<file path="config.mk">
export PLATFORM = sky130hd
export DESIGN_NAME = dmem_arbiter
export DESIGN_NICKNAME = d
export VERILOG_FILES = /design/src/rtl/dmem_arbiter.sv
export SDC_FILE = /design/constraint.sdc
export NUM_CORES = 1
export LEC_CHECK = 0
export ABC_CLOCK_PERIOD_IN_PS = 3800
export BUFFER_PORTS_ARGS = -buffer_cell sky130_fd_sc_hd__buf_4
export CELL_PAD_IN_SITES_DETAIL_PLACEMENT = 1
export CELL_PAD_IN_SITES_GLOBAL_PLACEMENT = 1
export CORE_MARGIN = 5
export CORE_UTILIZATION = 18
export CTS_CLUSTER_SIZE = 12
export DETAILED_ROUTE_END_ITERATION = 8
export PLACE_DENSITY = 0.9
export SLEW_MARGIN = 40
export SYNTH_ARGS = -nofsm -noshare
export SYNTH_HDL_FRONTEND = slang
export SYNTH_SLANG_ARGS = --single-unit
</file>
<file path="constraint.sdc">
create_clock -name clk -period 3.8 [get_ports clk]
set_input_delay 0.19 -clock clk [delete_from_list [all_inputs] [get_ports clk]]
set_output_delay 0.19 -clock clk [all_outputs]
set_load 0.01 [all_outputs]
</file>
<file path="src/rtl/dmem_arbiter.sv">
// dmem_arbiter
//   Shares the single-ported data memory between the processor load/store
//   path (cpu) and a DMA/debug loader (dma). At most one access is issued
//   per cycle; reads are tracked through an RD_LAT-deep valid/owner pipeline
//   so that the returning data is flagged to the right requester.
//
// Ports
//   clk, rst                     clock, asynchronous active-high reset
//   cpu_req/we/addr/wdata        CPU request (held stable until cpu_gnt)
//   cpu_gnt                      combinational accept for the CPU
//   cpu_rvalid                   read data for the CPU is on rdata
//   dma_req/we/addr/wdata        DMA request (held stable until dma_gnt)
//   dma_gnt                      combinational accept for the DMA
//   dma_rvalid                   read data for the DMA is on rdata
//   rdata                        shared read data (mem_rdata pass-through)
//   mem_addr/wdata/read/write    to data_memory
//   mem_rdata                    from data_memory
//
// Parameters
//   AW, DW        address / data width
//   RD_LAT        cycles from mem_read to valid mem_rdata (1..4)
//   PRIO_MODE     0 = round-robin, 1 = CPU priority with DMA starvation guard
//   STARVE_LIMIT  denied DMA cycles before the DMA is forced (1..15)
module dmem_arbiter #(
  parameter int AW           = 16,
  parameter int DW           = 16,
  parameter int RD_LAT       = 1,
  parameter int PRIO_MODE    = 0,
  parameter int STARVE_LIMIT = 4
) (
  input  logic          clk,
  input  logic          rst,
  input  logic          cpu_req,
  input  logic          cpu_we,
  input  logic [AW-1:0] cpu_addr,
  input  logic [DW-1:0] cpu_wdata,
  output logic          cpu_gnt,
  output logic          cpu_rvalid,
  input  logic          dma_req,
  input  logic          dma_we,
  input  logic [AW-1:0] dma_addr,
  input  logic [DW-1:0] dma_wdata,
  output logic          dma_gnt,
  output logic          dma_rvalid,
  output logic [DW-1:0] rdata,
  output logic [AW-1:0] mem_addr,
  output logic [DW-1:0] mem_wdata,
  output logic          mem_read,
  output logic          mem_write,
  input  logic [DW-1:0] mem_rdata
);

  localparam logic OWN_CPU = 1'b0;
  localparam logic OWN_DMA = 1'b1;

  // Saturating increment of the DMA starvation counter.
  function automatic logic [3:0] sat_inc(input logic [3:0] v);
    if (v >= 4'(STARVE_LIMIT)) return 4'(STARVE_LIMIT);
    return v + 4'd1;
  endfunction

  logic [RD_LAT-1:0] vld_p;      // read in flight, index = cycles since issue - 1
  logic [RD_LAT-1:0] tag_p;      // owner of that read, 1 = DMA
  logic              last_owner;
  logic [3:0]        starve_cnt;

  logic busy;
  logic free;
  logic pick_dma;
  logic gnt_any;
  logic win_we;

  // A read in its final stage returns this cycle, so it does not block a
  // new grant; any earlier stage does.
  always_comb begin
    busy = 1'b0;
    for (int i = 0; i < RD_LAT - 1; i++) busy = busy | vld_p[i];
  end

  assign free = ~rst & ~busy;

  // pick_dma can only be 1 while dma_req is high.
  always_comb begin
    pick_dma = 1'b0;
    if (dma_req && !cpu_req) begin
      pick_dma = 1'b1;
    end else if (dma_req && cpu_req) begin
      if (PRIO_MODE == 0) pick_dma = (last_owner == OWN_CPU);
      else                pick_dma = (starve_cnt == 4'(STARVE_LIMIT));
    end
  end

  assign dma_gnt   = free & dma_req & pick_dma;
  assign cpu_gnt   = free & cpu_req & ~pick_dma;
  assign gnt_any   = cpu_gnt | dma_gnt;
  assign win_we    = pick_dma ? dma_we : cpu_we;

  // Idle cycles present the CPU fields on the memory bus.
  assign mem_addr  = dma_gnt ? dma_addr  : cpu_addr;
  assign mem_wdata = dma_gnt ? dma_wdata : cpu_wdata;
  assign mem_write = gnt_any & win_we;
  assign mem_read  = gnt_any & ~win_we;

  assign rdata      = mem_rdata;
  assign cpu_rvalid = vld_p[RD_LAT-1] & ~tag_p[RD_LAT-1];
  assign dma_rvalid = vld_p[RD_LAT-1] &  tag_p[RD_LAT-1];

  // Issue -> return pipeline (control part, reset)
  always_ff @(posedge clk or posedge rst) begin
    if (rst) begin
      vld_p      <= '0;
      last_owner <= OWN_DMA;
      starve_cnt <= '0;
    end else begin
      vld_p[0] <= mem_read;
      for (int i = 1; i < RD_LAT; i++) vld_p[i] <= vld_p[i-1];
      if (gnt_any) last_owner <= dma_gnt ? OWN_DMA : OWN_CPU;
      if (PRIO_MODE == 0 || !dma_req || dma_gnt) starve_cnt <= '0;
      else                                       starve_cnt <= sat_inc(starve_cnt);
    end
  end

  // Issue -> return pipeline (owner tag, qualified by vld_p)
  always_ff @(posedge clk) begin
    tag_p[0] <= dma_gnt;
    for (int i = 1; i < RD_LAT; i++) tag_p[i] <= tag_p[i-1];
  end

endmodule

</file>
==> results of run 1 <==
-- cells by family (layout without fill, tap and decap cells) --
family	Yosys count	count (layout)	share of synthesized area (%)
multiplexers	32	32	56.5
buffers and inverters	20	113	22.1
AND/OR/NAND/NOR	8	8	7.38
AO/OA/AOI/OAI	5	5	5.42
flip-flops	3	3	8.58
-- worst min-delay path by stage --
stage	to	cells after the start
6_report	last_owner	2
2_1_floorplan	vld_p	1
3_5_place_dp	vld_p	2
3_3_place_gp	vld_p	2
4_1_cts	last_owner	2
5_1_grt	last_owner	2
-- critical path, cell delays in order --
cell           delay, ns
dlygate4sd3_1       0.54
buf_4               0.17
nor2_8              0.58
mux2_2              0.41
buf_4               0.14
-- layer usage --
metal,global-route usage [%],wire [um],vias to the layer above
li1,-,-,413
met1,8.88,1010,398
met2,19.5,1810,61
met3,3.01,389,4
met4,3.72,54,0
met5,0,0,-
-- through the flow --
stage                     instance area (um2)  util (%)
after floorplan                           831         -
after global placement                   1520      34.4
after detailed placement                 1520      34.4
after CTS                                1570      35.7
after global routing                     1570      35.7
final                                    1570      35.7
-- synthesized netlist by cell type --
cell type and count:
a21bo_4 1, a21oi_1 1, a31oi_1 1, a41o_1 1, and2_1 1, buf_12 3, buf_4 16, dfrtp_1 1
dfstp_2 1, dfxtp_1 1, inv_1 1, mux2_2 3, mux2_4 29, nand2_1 1, nor2_1 1, nor2_8 1
nor2b_1 1, nor3b_1 1, o31ai_1 1, or2b_1 1, or3_1 1
-- what timing repair did --
| item | 4_1_cts | 5_1_grt |
|---|---|---|
| endpoints found under the setup margin | 0 | 0 |
| hold buffers | 1 | 0 |
| endpoints found under the hold margin | 1 | 0 |
-- power groups by stage --
stage                     combinational, W  clock [W]  sequential, W
after floorplan                   0.000118          0      0.0000399
after global placement            0.000200          0      0.0000402
after detailed placement          0.000205          0      0.0000408
after CTS                         0.000206  0.0000969      0.0000405
after global routing              0.000216   0.000100      0.0000412
final                             0.000202  0.0000925      0.0000405
-- final cells by class --
| type | instances | area (um2) | area share [%] |
|---|---|---|---|
| timing repair buffer | 108 | 813 | 51.7 |
| multi-input combinational | 45 | 576 | 36.6 |
| sequential | 3 | 71.3 | 4.53 |
| tap | 52 | 65.1 | 4.13 |
| clock buffer | 4 | 45.0 | 2.86 |
| inverter | 1 | 3.75 | 0.238 |
-- sequential cells by signal, indices dropped and copies added, names as in the netlist --
| signal | flops |
|---|---|
| last_owner | 1 |
| vld_p | 1 |
| tag_p | 1 |
==> results_dict.tcl, run 1 <==
set metrics [dict create \
    post-place-ws_ns 1.85 \
    antenna_found_initial 0 \
    fin_worst_skew_ns 0.00186 \
    cts_made_buffers 3 \
    clkLatencyLatePin_ns 0.21 \
    drt-vias-per-instance 4.11 \
    ir_worst_vdd_uv 123 \
    setup_viol 0 \
    wire_per_inst_um 15.3 \
    ff2ff_setup_slack_ns 2.42 \
    crit_type "input port to output port" \
    power.total_w 0.000335 \
    worstPathArrival_ns 2.05 \
    place.gp.congestion 0.735 \
    post_cts_resized 0 \
    status "finished clean" \
    chipWidth_um 77.9 \
    max_freq_mhz 447 \
    grt_pass1_wl_um 4850 \
    port_buffers 107 \
    period_minus_slack_ns 2.24 \
    seq_area_frac_synth_pct 8.58 \
    p_clk_share_pct 27.6 \
    antenna_cells 0 \
    holdWs_ns 0.173 \
    hold_path_startpoint "cpu_req" \
    fin_ws_ns 1.56 \
    grt.overflow.total 0 \
    final_layout_size_suffix_gt1_share_pct 90.1 \
    cts.htree.levels 1 \
    grt_max_degree 35 \
    drt-initial-drc-count 15 \
    cp-end-kind "output port" \
    seqPwrFrac_pct 12.1 \
    layout_common_cells "buf_4, mux2_4, mux2_2, clkbuf_8" \
    clockBufferDepth 2 \
    num-nets-final 248 \
    cp-endpoint "mem_wdata[15]" \
    relSlewSlack_pct 50.3 \
    crit_start "rst" \
    rsz0062_at_grt "false" \
    finalCritPeriodShare_pct 58.9 \
    dp_hpwl_um 2860 \
    finalNonFillerCells 213 \
    cts-root-buf "clkbuf_8" \
    finalSetupTns_ns 0 \
    cts.clk_slew.worst_paths_ns 0.03 \
    cts_sinks 3 \
    synth_cell_types 21 \
    synth_seq_cells 3 \
    hold_viol 0 \
    netlist_area_um2 831 \
    die_area_um2 6070 \
    die_y_um 77.9 \
    rr_worst_depth 2 \
    avgSynthCellArea_um2 12.2 \
    firstDrtPassIters 2 \
    dp_cells 208 \
    cts_tree "yes" \
    synth_nets 154 \
    track_usage_pct 9.73 \
    power_density_nw_per_um2 213 \
    grt_pass1_vias 1006 \
    intPower_w 0.000242 \
    drv_cap 0 \
    synthToLayoutAreaGrowth_pct 89.5 \
    fillCellCount 507 \
    row_count 24 \
    ios 140 \
    final_antenna_net_count 0 \
    final_common_cell "buf_4" \
    syn_inst 68 \
    finalMaxSlewViolations 0 \
    worst-path-max-fanout 34 \
    vias 876 \
    hp-class "input port to flip-flop" \
    synth_top_area_share_pct 52.4 \
    routed_wl_um 3270 \
    tightest_slew_ns 0.746 \
    required_ns 3.61 \
    switching_power_w 0.0000926 \
    coreArea_um2 4410 \
    yosys-top-cells-area "mux2_4, buf_4, buf_12" \
    leakage_nw 0.855 \
    yosysTopAreaCell "mux2_4" \
    r2r-start "last_owner" \
    cts_post_setup_buffers_inserted 0 \
    power_frac_comb_pct 60.3 \
    cp-start-kind "input port" \
    swShare_pct 27.6 \
    r2r-end "tag_p" \
    start_util_pct 18.8 \
    drc_errors 0 \
    yosys_warnings 0 \
]
No activity file was read; power rests on OpenSTA's default activity.
==> run 2: changes to the inputs <==
- ABC_AREA: unset -> 1
- ABC_CLOCK_PERIOD_IN_PS: 3800 -> 1950
- CORE_UTILIZATION: 18 -> 11
- PLACE_DENSITY: 0.9 -> 0.8
- clock period: 3.8 -> 1.95 ns (I/O delays scaled with it)
==> results_dict.tcl, run 2 <==
set metrics [dict create \
    leakage_nw 0.940 \
    synth_flop_cell "dfxtp_1" \
    cpMostUsedCell "nand2_1" \
    cts_tree "yes" \
    die_area_um2 8190 \
    cts_post_setup_buffers_inserted 0 \
    antenna_found_initial 0 \
    final_layout_size_suffix_gt1_share_pct 48.7 \
    yosys_warnings 0 \
    rsz0062_at_grt "false" \
    start_util_pct 11.3 \
    drc_errors 0 \
    fin_worst_skew_ns 0.000785 \
    status "finished clean" \
    cp-start-kind "flip-flop" \
    ir_worst_vdd_uv 139 \
    drv_cap 0 \
    dp_hpwl_um 2980 \
    crit_type "flip-flop to output port" \
    grt.overflow.total 0 \
    layout_common_cells "buf_4, nand2_1, inv_1, nor2_1, clkbuf_8" \
    synth_edf_count 0 \
    worstPathArrival_ns 1.66 \
    netlist_area_um2 713 \
    holdWs_ns 0.162 \
    grt_pass1_wl_um 5810 \
    power_density_nw_per_um2 410 \
    grt_max_degree 35 \
    top_regs "last_owner x1, tag_p x1, vld_p x1" \
    routed_wl_um 3520 \
    clkLatencyLatePin_ns 0.21 \
    synthToLayoutAreaGrowth_pct 111 \
    synth_top_area_share_pct 56.3 \
    wire_per_inst_um 11.2 \
    synth_nets 231 \
    cts_sinks 3 \
    cts_made_buffers 3 \
    seq_area_frac_synth_pct 10.0 \
    row_count 29 \
    firstDrtPassIters 2 \
    port_buffers 107 \
    avgSynthCellArea_um2 4.92 \
    syn_inst 145 \
    cp_num_buf_inv 2 \
    cpMaxStageDelayCell "dfstp_2" \
    place.gp.congestion 0.735 \
    finalSetupTns_ns 0 \
    cp-end-kind "output port" \
    post_cts_resized 0 \
    chipWidth_um 90.5 \
    track_usage_pct 8.31 \
    async_reset_ff_share_pct 66.7 \
    crit_chain "nand2_1 > nand3_4 > buf_4 > nand2_1 > nand2_1 > buf_4" \
    drt-vias-per-instance 3.83 \
    final_antenna_net_count 0 \
    finalMaxSlewViolations 0 \
    setup_viol 0 \
    grt_pass1_vias 1315 \
    die_y_um 90.5 \
    num-nets-final 323 \
    synth_seq_cells 3 \
    max_freq_mhz 568 \
    yosysMostFrequentCell "nand2_1" \
    cts.clk_slew.worst_paths_ns 0.03 \
    period_minus_slack_ns 1.76 \
    ios 140 \
    slowest_delay_ns 0.52 \
    cts_hold_buf 1 \
    drt-initial-drc-count 5 \
    cts-root-buf "clkbuf_8" \
    vias 1200 \
    hold_viol 0 \
    finalCritPeriodShare_pct 90.4 \
    yosysTopAreaCell "nand2_1" \
    antenna_cells 0 \
    critical_path.top_delay_family "flip-flops" \
    final_common_cell "buf_4" \
    relSlewSlack_pct 77.3 \
    synth_cell_types 15 \
    yosys-top-cells-area "nand2_1, buf_4, buf_6" \
    clockBufferDepth 2 \
    worst-path-max-fanout 27 \
    synth_common_cells "nand2_1, buf_4, inv_1" \
    cts.htree.levels 1 \
    tightest_slew_ns 0.341 \
    coreArea_um2 6310 \
    required_ns 1.85 \
    hp-class "input port to flip-flop" \
]
==> run 2: cell types whose count changed after synthesis, moves of 2 or more <==
cell,previous run,this run
buf_6,0,3
mux2_4,29,0
buf_12,3,0
buf_2,0,3
mux2_2,3,0
nor2_1,1,3
nand2_1,1,107
inv_1,1,4
==> run 2: per-layer routing <==
layer	vias up	share of wire [%]	track usage, %
met4	0	0.17	2.48
met5	-	0	0
met3	4	12	3.50
li1	594	-	-
met2	78	51	15.7
met1	524	37	8.11
==> run 2: cell type report <==
type | instances | area (um2)
clock buffer | 4 | 45.0
tap | 77 | 96.3
sequential | 3 | 71.3
fill | 832 | 4810
inverter | 6 | 25.0
timing repair buffer | 109 | 821
multi-input combinational | 114 | 448
==> run 2: cells by family after synthesis <==
logic type | Yosys count | synth area share [%]
DFF | 3 | 10.0
and+or+nand+nor | 113 | 62.1
AOI/OAI and AO/OA | 1 | 0.701
buffers and inverters | 28 | 27.2
==> run 2: report_power, final <==
group	switching (W)	internal (W)
clock	0.0000383	0.000139
sequential	0.00000312	0.0000710
combinational	0.000161	0.000205
total	0.000202	0.000416
==> run 2: worst register-to-register path: stages (launching register included) <==
cell	delay [ns]
dfstp_2	0.52
nand2_1	0.14
nand3_4	0.17
buf_4	0.32
nand2_1	0.09
==> run 2: path summary, 6_finish.rpt <==
path                            cells after the start  slack (ns)       start     endpoint
worst min-delay path                                4        0.16      cpu_we        vld_p
worst min register to register                      2        0.47  last_owner   last_owner
worst max register to register                      4        0.64  last_owner   last_owner
min in group asynchronous                           3        0.32         rst        vld_p
max in group asynchronous                           3        1.42         rst   last_owner
worst max-delay path                                6        0.19  last_owner  mem_addr[8]
==> run 2: stage by stage <==
stage	instances	utilization [%]	cell area (um2)	setup WS, ns	total power (W)
after floorplan	145	-	713	0.755	0.000253
after global placement	308	23.0	1450	0.401	0.000442
after detailed placement	308	23.0	1450	0.364	0.000448
after CTS	313	23.9	1510	0.132	0.000636
after global routing	313	23.9	1510	0.00688	0.000672
final	313	23.9	1510	0.188	0.000618
